[src/rtl/stopwatch_ctrl.sv]
// stopwatch_ctrl -- control FSM for the stopwatch counter datapath.
//
// Conditions the raw board buttons (two-flop synchroniser, debounce, one-cycle
// press pulse) and sequences the Counter through CLEARED / RUNNING / PAUSED.
//
// Ports:
//   clk              in   system clock (100 MHz)
//   reset            in   synchronous, active-high reset
//   btn_start_stop   in   raw button, start/pause toggle
//   btn_clear        in   raw button, zero the counter (only honoured while PAUSED)
//   btn_lap          in   raw button, lap hold (only used with LAP_HOLD_EN)
//   time_reading     in   {tens,ones} BCD from Counter
//   init_regs        out  to Counter, high while CLEARED
//   count_enabled    out  to Counter, high while RUNNING
//   running          out  status LED, same as count_enabled
//   display_reading  out  {tens,ones} BCD to the 7-segment driver
//
// Build option: define LAP_HOLD_EN to build the lap-hold display freeze.
// Without it btn_lap is ignored and display_reading is time_reading.
//
// Parameter DB_CYCLES (>= 2): consecutive stable cycles before a debounced
// level changes.

// Per-button conditioning: sync -> debounce -> rising-edge pulse.
module stopwatch_btn #(
  parameter int DB_CYCLES = 1000000
) (
  input  logic clk,
  input  logic reset,
  input  logic btn_i,
  output logic press_o
);
  localparam int CW = $clog2(DB_CYCLES);
  localparam logic [CW-1:0] CNT_LAST = CW'(DB_CYCLES - 1);

  logic          sync1_q, sync2_q;
  logic          db_q, db_d;
  logic          db_dly_q;
  logic [CW-1:0] cnt_q, cnt_d;

  // The counter only runs while the synchronised input disagrees with the
  // debounced level; any agreement (a glitch ending) restarts it from zero.
  always_comb begin
    db_d  = db_q;
    cnt_d = cnt_q;
    if (sync2_q == db_q) begin
      cnt_d = '0;
    end else if (cnt_q == CNT_LAST) begin
      db_d  = sync2_q;
      cnt_d = '0;
    end else begin
      cnt_d = cnt_q + 1'b1;
    end
  end

  always_ff @(posedge clk) begin
    if (reset) begin
      sync1_q  <= 1'b0;
      sync2_q  <= 1'b0;
      db_q     <= 1'b0;
      db_dly_q <= 1'b0;
      cnt_q    <= '0;
    end else begin
      sync1_q  <= btn_i;
      sync2_q  <= sync1_q;
      db_q     <= db_d;
      db_dly_q <= db_q;
      cnt_q    <= cnt_d;
    end
  end

  assign press_o = db_q & ~db_dly_q;
endmodule

module stopwatch_ctrl #(
  parameter int DB_CYCLES = 1000000
) (
  input  logic       clk,
  input  logic       reset,
  input  logic       btn_start_stop,
  input  logic       btn_clear,
  input  logic       btn_lap,
  input  logic [7:0] time_reading,
  output logic       init_regs,
  output logic       count_enabled,
  output logic       running,
  output logic [7:0] display_reading
);
  // state    | meaning
  // CLEARED  | counter held at zero (init_regs high)
  // RUNNING  | counter advancing (count_enabled high)
  // PAUSED   | counter frozen, may be resumed or cleared
  typedef enum logic [1:0] {
    ST_CLEARED = 2'd0,
    ST_RUNNING = 2'd1,
    ST_PAUSED  = 2'd2
  } state_e;

  state_e state_q, state_d;
  logic   start_press, clear_press;

  stopwatch_btn #(.DB_CYCLES(DB_CYCLES)) u_btn_start (
    .clk     (clk),
    .reset   (reset),
    .btn_i   (btn_start_stop),
    .press_o (start_press)
  );

  stopwatch_btn #(.DB_CYCLES(DB_CYCLES)) u_btn_clear (
    .clk     (clk),
    .reset   (reset),
    .btn_i   (btn_clear),
    .press_o (clear_press)
  );

  // Clear is only meaningful while PAUSED, where it beats a simultaneous start.
  always_comb begin
    state_d = state_q;
    unique case (state_q)
      ST_CLEARED: if (start_press) state_d = ST_RUNNING;
      ST_RUNNING: if (start_press) state_d = ST_PAUSED;
      ST_PAUSED: begin
        if (clear_press)      state_d = ST_CLEARED;
        else if (start_press) state_d = ST_RUNNING;
      end
      default: state_d = ST_CLEARED;
    endcase
  end

  always_ff @(posedge clk) begin
    if (reset) state_q <= ST_CLEARED;
    else       state_q <= state_d;
  end

  assign init_regs     = (state_q == ST_CLEARED);
  assign count_enabled = (state_q == ST_RUNNING);
  assign running       = count_enabled;

`ifdef LAP_HOLD_EN
  logic       lap_press;
  logic       hold_q, hold_d;
  logic [7:0] lap_q, lap_d;

  stopwatch_btn #(.DB_CYCLES(DB_CYCLES)) u_btn_lap (
    .clk     (clk),
    .reset   (reset),
    .btn_i   (btn_lap),
    .press_o (lap_press)
  );

  // Going to CLEARED always drops the hold, even if a lap press lands on the
  // same cycle.
  always_comb begin
    hold_d = hold_q;
    lap_d  = lap_q;
    if (state_d == ST_CLEARED) begin
      hold_d = 1'b0;
    end else if (lap_press) begin
      if (hold_q) begin
        if (state_q != ST_CLEARED) hold_d = 1'b0;
      end else if (state_q == ST_RUNNING) begin
        hold_d = 1'b1;
        lap_d  = time_reading;
      end
    end
  end

  always_ff @(posedge clk) begin
    if (reset) begin
      hold_q <= 1'b0;
      lap_q  <= 8'h00;
    end else begin
      hold_q <= hold_d;
      lap_q  <= lap_d;
    end
  end

  assign display_reading = hold_q ? lap_q : time_reading;
`else
  logic unused_btn_lap;
  assign unused_btn_lap  = btn_lap;
  assign display_reading = time_reading;
`endif
endmodule

[config.mk]
export PLATFORM = sky130hd
export DESIGN_NAME = stopwatch_ctrl
export DESIGN_NICKNAME = d
export VERILOG_FILES = /design/src/rtl/stopwatch_ctrl.sv
export SDC_FILE = /design/constraint.sdc
export NUM_CORES = 1
export LEC_CHECK = 0
export BUFFER_PORTS_ARGS = -buffer_cell sky130_fd_sc_hd__buf_2
export CAP_MARGIN = 5
export CORE_ASPECT_RATIO = 0.75
export CORE_MARGIN = 2
export CORE_UTILIZATION = 35
export CTS_CLUSTER_SIZE = 8
export DETAILED_ROUTE_END_ITERATION = 16
export GPL_ROUTABILITY_DRIVEN = 0
export HOLD_SLACK_MARGIN = 0.15
export PLACE_DENSITY = 0.53
export SETUP_SLACK_MARGIN = 0.1
export SLEW_MARGIN = 30
export SYNTH_ARGS = -nofsm -noshare
export SYNTH_HDL_FRONTEND = slang
export SYNTH_SLANG_ARGS = --single-unit
[constraint.sdc]
create_clock -name clk -period 5.1 [get_ports clk]
set_input_delay 0.255 -clock clk [delete_from_list [all_inputs] [get_ports clk]]
set_output_delay 0.255 -clock clk [all_outputs]
set_load 0.02 [all_outputs]
==> flow_summary.json, run 1 <==
{
  "status": "finished clean",
  "clk_path_buf_depth": 2,
  "cts_resized": 0,
  "grt_usage_pct": 11.72,
  "yosysTopAreaCellShare_pct": 44.25,
  "hold_class": "in -> reg",
  "arrival_ps": 2490,
  "fin_crit_sh_pct": 45.64,
  "io_pins": 24,
  "die_x_um": 96.83,
  "cts_tree": "done",
  "clk_pin_slew_worst_paths_ps": 90,
  "drv_slew": 0,
  "pwr_density_cell_nw_per_um2": 285.5,
  "synth_largest_area_cell": "dfxtp_1",
  "finClkSkew_ps": 6.512,
  "yosys_most_used_dff": "dfxtp_1",
  "whs_ps": 176.6,
  "synth_edf_count": 0,
  "p_total_mw": 0.6797,
  "cp-end-kind": "flip-flop",
  "postSynthAreaPerCell_um2": 8.941,
  "hold_viol_final": 0,
  "syn_inst": 253,
  "grt_pass1_wl_um": 6810,
  "worstPathRequired_ps": 5260,
  "h-tree-depth": 2,
  "max_freq_mhz": 429.6,
  "critPathKind": "reg -> reg",
  "post-dp-hpwl_um": 2674,
  "synth_area_um2": 2262,
  "ir_drop_v": 0.0001262,
  "drive_gt1_share_pct": 6.426,
  "synth_seq_cells": 50,
  "antenna_found_initial": 0,
  "antenna_cells": 0,
  "yosysWarnings": 0,
  "gr-total-overflow": 0,
  "postRouteAntennaNets": 0,
  "area_delta_synth_final_pct": 5.254,
  "setup_viol": 0,
  "grt_pass1_vias": 1478,
  "grt_max_degree": 21,
  "start_kind": "flip-flop",
  "yosysSeqAreaShare_pct": 44.25,
  "setup_tns_ps": 0,
  "fin_nets": 263,
  "drv_cap": 0,
  "avgViaCountPerCell": 4.891,
  "p_leak_nw": 0.7288,
  "rows": 25,
  "cts_root_buf": "clkbuf_8",
  "relSlewSlack_pct": 46.26,
  "synth.distinct_cells": 37,
  "dieArea_um2": 7129,
  "cts_setup_buffers": 0,
  "synthesis.nets": 268,
  "drt_pass1_iterations": 4,
  "clock_sinks": 50,
  "tightest_slew_ps": 806.0,
  "finalCriticalPeriod_ps": 2328,
  "core_area_um2": 6287,
  "drtIter0Drc": 112,
  "cts_inserted_buffers": 5,
  "insertion_delay_ps": 300,
  "async_reset_ff_share_pct": 0,
  "io_buffers": 6,
  "vias": 1614,
  "initial_core_util_pct": 35.98,
  "wirelength_um": 3954,
  "die_h_um": 73.63,
  "postCtsHoldBufs": 0,
  "ys_top_cells_by_area": "dfxtp_1 44%, xor2_1 7.0%, nor2_1 6.1%, xnor2_1 4.3%, nand4_1 3.6%",
  "drcViolationCount": 0,
  "cp_max_fo": 20,
  "detail_route.wl_per_cell_um": 11.98,
  "rsz0062_at_grt": "false"
}
-- layer usage --
metal	part of all wire, %	up-vias	track usage, %
met5	0	-	0
met1	57	729	16.54
li1	-	866	-
met3	3.2	2	3.235
met2	39	17	17.28
met4	0.76	0	4.069
-- registers in the layout, summed over array words and instances, names as in the netlist --
name and flops:
u_btn_clear.db_q 1, u_btn_clear.db_dly_q 1, u_btn_start.cnt_q 20, u_btn_clear.sync2_q 1
u_btn_clear.cnt_q 20, u_btn_start.sync2_q 1, u_btn_start.sync1_q 1, u_btn_start.db_dly_q 1
u_btn_start.db_q 1, state_q 2, u_btn_clear.sync1_q 1
-- path summary, 6_finish.rpt --
path	from	depth (start not counted)	endpoint	slack, ps
setup / recovery	u_btn_clear.cnt_q[15]	4	u_btn_clear.cnt_q[12]	2770
hold / removal	btn_start_stop	2	u_btn_start.sync1_q	180
setup reg to reg	u_btn_clear.cnt_q[15]	4	u_btn_clear.cnt_q[12]	2770
hold reg to reg	u_btn_start.sync1_q	1	u_btn_start.sync2_q	450
-- worst max-delay path: stages, from the launching register on --
cell and delay, ps:
dfxtp_1 360, or4_1 530, or4_4 540, o21ai_2 650
nor2_1 120
-- Yosys cell counts, types with 5 or more instances --
cell,number
xnor2_1,11
dfxtp_1,50
clkbuf_1,5
o31ai_1,5
nand3_1,15
or4_1,6
nor2b_1,8
xor2_1,18
nand4_1,13
nor2_1,37
buf_4,9
o21ai_0,6
nand2_1,7
a21oi_1,10
inv_1,9
-- kinds of logic (layout without fill, tap and decap cells) --
family	count (synthesis)	in the layout	share of synthesized area (%)
flip-flops	50	50	44.25
multiplexers	1	1	0.4425
adder cells (fa/ha/maj)	2	2	1.106
buffers and inverters	28	24	7.245
AO/OA/AOI/OAI	26	26	7.080
AND/OR/NAND/NOR	117	117	28.65
XOR/XNOR	29	29	11.23
-- placed cells by master (no fill, tap or decap) --
master / count
or4b_1: 1
and4_1: 4
clkbuf_1: 1
a21oi_1: 10
nand3_1: 15
o21ai_0: 5
nor3b_1: 2
xnor2_1: 11
nand4_1: 13
or3b_1: 1
or4_1: 6
nand4b_1: 1
or2_1: 1
o21ai_2: 1
nand2_1: 7
mux2i_1: 1
o41ai_1: 3
and3_1: 3
nor4b_1: 4
dfxtp_1: 50
nor2b_1: 8
or3_1: 3
nor2_1: 37
or2b_1: 1
buf_2: 6
a211oi_1: 1
inv_1: 9
o21ai_1: 1
xor2_1: 18
and2_1: 4
clkbuf_8: 5
ha_1: 2
nand2b_1: 1
bufinv_16: 1
nor4_1: 4
buf_4: 1
o31ai_1: 5
clkinvlp_4: 1
or4_4: 1
-- per-stage QoR --
stage	instance area, um2	setup slack [ps]	std cells	util [%]
floorplan	2262	3276	253	-
global placement	2271	2741	322	36.12
detailed placement	2271	2739	322	36.12
CTS	2381	2731	330	37.87
global route	2381	2590	330	37.87
finish	2381	2772	330	37.87
-- power by group --
group | total, mW | switching [mW] | internal, mW
Sequential | 0.393 | 0.00119 | 0.392
Combinational | 0.00798 | 0.00518 | 0.00280
Clock | 0.279 | 0.132 | 0.147
-- area by class of cell --
type | instances | area [um2]
Timing Repair Buffer | 7 | 37.54
Inverter | 9 | 33.78
Clock buffer | 6 | 72.57
Clock inverter | 2 | 37.54
Tap cell | 81 | 101.3
Fill cell | 639 | 3906
Multi-Input combinational cell | 175 | 1097
Sequential cell | 50 | 1001
Note: power is estimated with default switching activity, not from simulation.
==> run 2: changes to the inputs <==
--- a/config.mk
+++ b/config.mk
@@ -14,7 +14,7 @@
 export DETAILED_ROUTE_END_ITERATION = 16
 export GPL_ROUTABILITY_DRIVEN = 0
 export HOLD_SLACK_MARGIN = 0.15
-export PLACE_DENSITY = 0.53
+export PLACE_DENSITY = 0.55
 export SETUP_SLACK_MARGIN = 0.1
 export SLEW_MARGIN = 30
 export SYNTH_ARGS = -nofsm -noshare
==> constraint.sdc (replaced) <==
create_clock -name clk -period 1.9 [get_ports clk]
set_input_delay 0.095 -clock clk [delete_from_list [all_inputs] [get_ports clk]]
set_output_delay 0.095 -clock clk [all_outputs]
set_load 0.02 [all_outputs]
==> flow_summary.json, run 2 (same netlist as run 1, synthesis figures left out) <==
{
  "status": "finished clean",
  "post-dp-hpwl_um": 2941,
  "start_kind": "flip-flop",
  "grt_use_met2_pct": 18.90,
  "initial_core_util_pct": 35.98,
  "drtIter0Drc": 99,
  "antenna_cells": 0,
  "r2r-end": "u_btn_clear.cnt_q[3]",
  "hold_class": "in -> out",
  "grt_use_met1_pct": 18.03,
  "mostFrequentLayoutCells": "48 x dfxtp_1, 37 x nor2_1, 18 x xor2_1, 18 x buf_4, 15 x nand3_1",
  "postRouteAntennaNets": 0,
  "die_x_um": 96.83,
  "dpl_cell_area_um2": 2429,
  "min_to": "display_reading[0]",
  "setup_viol": 0,
  "max_freq_mhz": 532.2,
  "vias": 1713,
  "dp_cells": 340,
  "grtUsageMet3_pct": 3.140,
  "grt_max_degree": 21,
  "drv_cap": 0,
  "clock_sinks": 50,
  "final_common_cell": "dfxtp_1",
  "io_pins": 24,
  "fillerInstances": 636,
  "grt_pass1_vias": 1597,
  "drv_slew": 0,
  "dp_slack_ps": 45.02,
  "grt_usage_pct": 12.97,
  "gr-total-overflow": 0,
  "grt_pass1_wl_um": 7389,
  "p_total_mw": 1.698,
  "insertion_delay_ps": 300,
  "slowest_stage": "or4_4",
  "cts_tree": "done",
  "rsz0062_at_grt": "true",
  "die_h_um": 73.63,
  "clk_pin_slew_worst_paths_ps": 90,
  "h-tree-depth": 2,
  "busiest_layer": "met2",
  "finalCriticalPeriod_ps": 1879,
  "fin_util_pct": 40.92,
  "cp_max_fo": 20,
  "finClkSkew_ps": 12.49,
  "design_area_um2": 2572,
  "critPathBufInv": 1,
  "cts_inserted_buffers": 5,
  "tightest_slew_ps": 397.4,
  "wirelength_um": 4222,
  "antenna_found_initial": 0,
  "relSlewSlack_pct": 73.26,
  "clk_path_buf_depth": 2,
  "final_cells": 353,
  "pwr_density_cell_nw_per_um2": 659.9,
  "drive_gt1_share_pct": 13.60,
  "reg2reg_from": "u_btn_clear.cnt_q[8]",
  "critPathKind": "reg -> reg",
  "cp_top_family": "simple AND/OR/NAND/NOR gates",
  "arrival_ps": 2070,
  "whs_ps": 190.0,
  "setup_tns_ps": 0,
  "reg2reg_slack_ps": 20,
  "cp-end-kind": "flip-flop",
  "r2r_cells": 5,
  "p_leak_nw": 0.8528,
  "detail_route.wl_per_cell_um": 11.96,
  "fin_crit_sh_pct": 98.90,
  "fin_ws_ps": 20.89,
  "core_area_um2": 6287,
  "avgViaCountPerCell": 4.853,
  "cts_root_buf": "clkbuf_8",
  "ir_drop_v": 0.0002399,
  "fin_nets": 286,
  "slowest_delay_ps": 550,
  "cp_cell_sequence": "or4_1, or4_4, o21ai_4, buf_12, nor2_1",
  "drcViolationCount": 0,
  "area_delta_synth_final_pct": 13.72,
  "worstPathRequired_ps": 2090,
  "hold_viol_final": 0,
  "drt_pass1_iterations": 4,
  "reg.largest.list": "u_btn_clear.cnt_q: 20 flops, u_btn_start.cnt_q: 20 flops, state_q: 2 flops",
  "worstHoldPathCells": 0,
  "hold_start": "time_reading[0]",
  "dieArea_um2": 7129,
  "rows": 25,
  "io_buffers": 6
}
[run 2: cell types whose count changed in the layout (fill, tap and decap cells not counted), sizes merged]
cell and change:
dlygate4sd3 +5, clkinv +2, buf +18, clkinvlp -1, bufinv -1
[run 2: routing by layer]
metal,share of wire (%),wire [um]
met5,0,0
met2,39,1645
met1,56,2360
met3,3.2,135
met4,1.9,80
[run 2: final cells by class]
| class | instances | area [um2] | area share, % |
|---|---|---|---|
| Tap cell | 81 | 101.3 | 3.940 |
| Timing Repair Buffer | 30 | 235.2 | 9.144 |
| Clock inverter | 2 | 13.76 | 0.5350 |
| Clock buffer | 6 | 72.57 | 2.821 |
| Sequential cell | 50 | 1003 | 39.01 |
| Inverter | 9 | 33.78 | 1.313 |
| Multi-Input combinational cell | 175 | 1112 | 43.24 |
[run 2: power by group]
part / leakage [nW] / switching, mW / internal, mW
Clock: 0.0452 / 0.349 / 0.260
Combinational: 0.403 / 0.0164 / 0.0166
Sequential: 0.405 / 0.00293 / 1.05
[run 2: worst max path at each step]
stage	startpoint	end	slack (ps)	cells past startpoint
after floorplan	u_btn_clear.cnt_q[8]	u_btn_clear.cnt_q[18]	90	5
after global routing	u_btn_clear.cnt_q[8]	u_btn_clear.cnt_q[18]	-50	5
after global placement	u_btn_clear.cnt_q[8]	u_btn_clear.cnt_q[18]	40	5
after detailed placement	u_btn_clear.cnt_q[8]	u_btn_clear.cnt_q[18]	50	5
after CTS	u_btn_clear.cnt_q[8]	u_btn_clear.cnt_q[3]	10	5
final	u_btn_clear.cnt_q[8]	u_btn_clear.cnt_q[3]	20	5
[run 2: what timing repair did]
action                                  in CTS  in global routing
hold endpoints to repair                     9                  0
setup buffers                                0                  0
hold buffers                                 5                  0
endpoints found under the setup margin      21                 21
gates resized for setup                      0                  2
==> run 3: changes to the inputs <==
--- a/config.mk
+++ b/config.mk
@@ -10,11 +10,11 @@
 export CORE_ASPECT_RATIO = 0.75
 export CORE_MARGIN = 2
 export CORE_UTILIZATION = 35
-export CTS_CLUSTER_SIZE = 8
+export CTS_CLUSTER_SIZE = 20
 export DETAILED_ROUTE_END_ITERATION = 16
 export GPL_ROUTABILITY_DRIVEN = 0
 export HOLD_SLACK_MARGIN = 0.15
-export PLACE_DENSITY = 0.55
+export PLACE_DENSITY = 0.57
 export SETUP_SLACK_MARGIN = 0.1
 export SLEW_MARGIN = 30
 export SYNTH_ARGS = -nofsm -noshare
==> flow_summary.json, run 3 (same netlist as run 1, synthesis figures left out) <==
{
  "status": "finished clean",
  "r2r_cells": 5,
  "clk_pin_slew_worst_paths_ps": 90,
  "final_cells": 351,
  "io_pins": 24,
  "finalCriticalPeriod_ps": 1864,
  "ir_drop_v": 0.0002748,
  "cts_tree": "done",
  "detail_route.wl_per_cell_um": 11.66,
  "hold_class": "in -> out",
  "cp-end-kind": "flip-flop",
  "cts_root_buf": "clkbuf_8",
  "drv_slew": 0,
  "postRouteAntennaNets": 0,
  "cts_inserted_buffers": 5,
  "drive_gt1_share_pct": 13.33,
  "antenna_found_initial": 0,
  "reg.largest.list": "u_btn_clear.cnt_q: 20 flops, u_btn_start.cnt_q: 20 flops, state_q: 2 flops",
  "gr-total-overflow": 0,
  "dp_slack_ps": 31.77,
  "dp_cells": 338,
  "mostFrequentLayoutCells": "48 x dfxtp_1, 37 x nor2_1, 18 x xor2_1",
  "insertion_delay_ps": 310,
  "drv_cap": 0,
  "fin_crit_sh_pct": 98.10,
  "avgViaCountPerCell": 4.883,
  "initial_core_util_pct": 35.98,
  "vias": 1714,
  "worstPathRequired_ps": 2090,
  "die_x_um": 96.83,
  "dpl_cell_area_um2": 2414,
  "tightest_slew_ps": 408.9,
  "grt_pass1_vias": 1573,
  "clock_sinks": 50,
  "whs_ps": 190.0,
  "grt_max_degree": 21,
  "cts_setup_buffers": 0,
  "max_freq_mhz": 536.5,
  "arrival_ps": 2060,
  "fin_ws_ps": 36.12,
  "h-tree-depth": 2,
  "design_area_um2": 2581,
  "final_common_cell": "dfxtp_1",
  "wirelength_um": 4091,
  "area_delta_synth_final_pct": 14.10,
  "critPathKind": "reg -> reg",
  "rsz0062_at_grt": "true",
  "core_area_um2": 6287,
  "hold_viol_final": 0,
  "start_kind": "flip-flop",
  "finClkSkew_ps": 12.46,
  "p_leak_nw": 0.8508,
  "drt_pass1_iterations": 4,
  "io_buffers": 6,
  "cp_max_fo": 20,
  "fin_util_pct": 41.05,
  "dieArea_um2": 7129,
  "reg2reg_slack_ps": 40,
  "post-dp-hpwl_um": 2876,
  "die_h_um": 73.63,
  "clk_path_buf_depth": 2,
  "grt_usage_pct": 12.44,
  "drtIter0Drc": 68,
  "rows": 25,
  "grt_pass1_wl_um": 7196,
  "relSlewSlack_pct": 72.49,
  "fin_nets": 284,
  "pwr_density_cell_nw_per_um2": 716.3,
  "setup_viol": 0,
  "worstHoldPathCells": 0,
  "drcViolationCount": 0,
  "antenna_cells": 0
}
-- run 3: repair_timing --
action / CTS / global route
gates resized for setup: 0 / 1
hold buffers: 5 / 0
endpoints found under the hold margin: 10 / 0
cloned: 0 / 0
endpoints found under the setup margin: 20 / 22
-- run 3: stage by stage --
stage / setup TNS, ps / power, mW
after floorplan: 0 / 1.121
after global placement: 0 / 1.104
after detailed placement: 0 / 1.104
after CTS: 0 / 1.878
after global routing: -546.7 / 1.929
final: 0 / 1.849
-- run 3: per-layer routing --
layer  vias up  track usage, %  share of wire, %
met5         -               0                 0
met4         0           5.164               1.5
met3         7           2.854               3.3
met2        20           17.67                38
met1       782           18.12                57
li1        905               -                 -
-- run 3: worst max-delay path, cell delays in order, from the launching register on --
cell	delay, ps
dfxtp_2	330
or4_1	510
or4_4	550
o21ai_4	160
buf_12	160
nor2_1	50
-- run 3: final timing paths --
kind,startpoint,end
worst min register to register,u_btn_clear.sync1_q,u_btn_clear.sync2_q
worst min-delay path,time_reading[2],display_reading[2]
worst max-delay path,u_btn_clear.cnt_q[8],u_btn_clear.cnt_q[11]
worst max register to register,u_btn_clear.cnt_q[8],u_btn_clear.cnt_q[11]
-- run 3: area by class of cell --
type                            instances  area [um2]
Clock buffer                            5       68.82
Tap cell                               81       101.3
Sequential cell                        50        1003
Multi-Input combinational cell        175        1110
Fill cell                             634        3706
Clock inverter                          3       43.79
Timing Repair Buffer                   28       220.2
Inverter                                9       33.78
-- run 3: power breakdown --
group          switching, mW  leakage [nW]  internal (mW)
Sequential           0.00318         0.405           1.05
Combinational         0.0154         0.388         0.0166
Clock                  0.367        0.0585          0.395
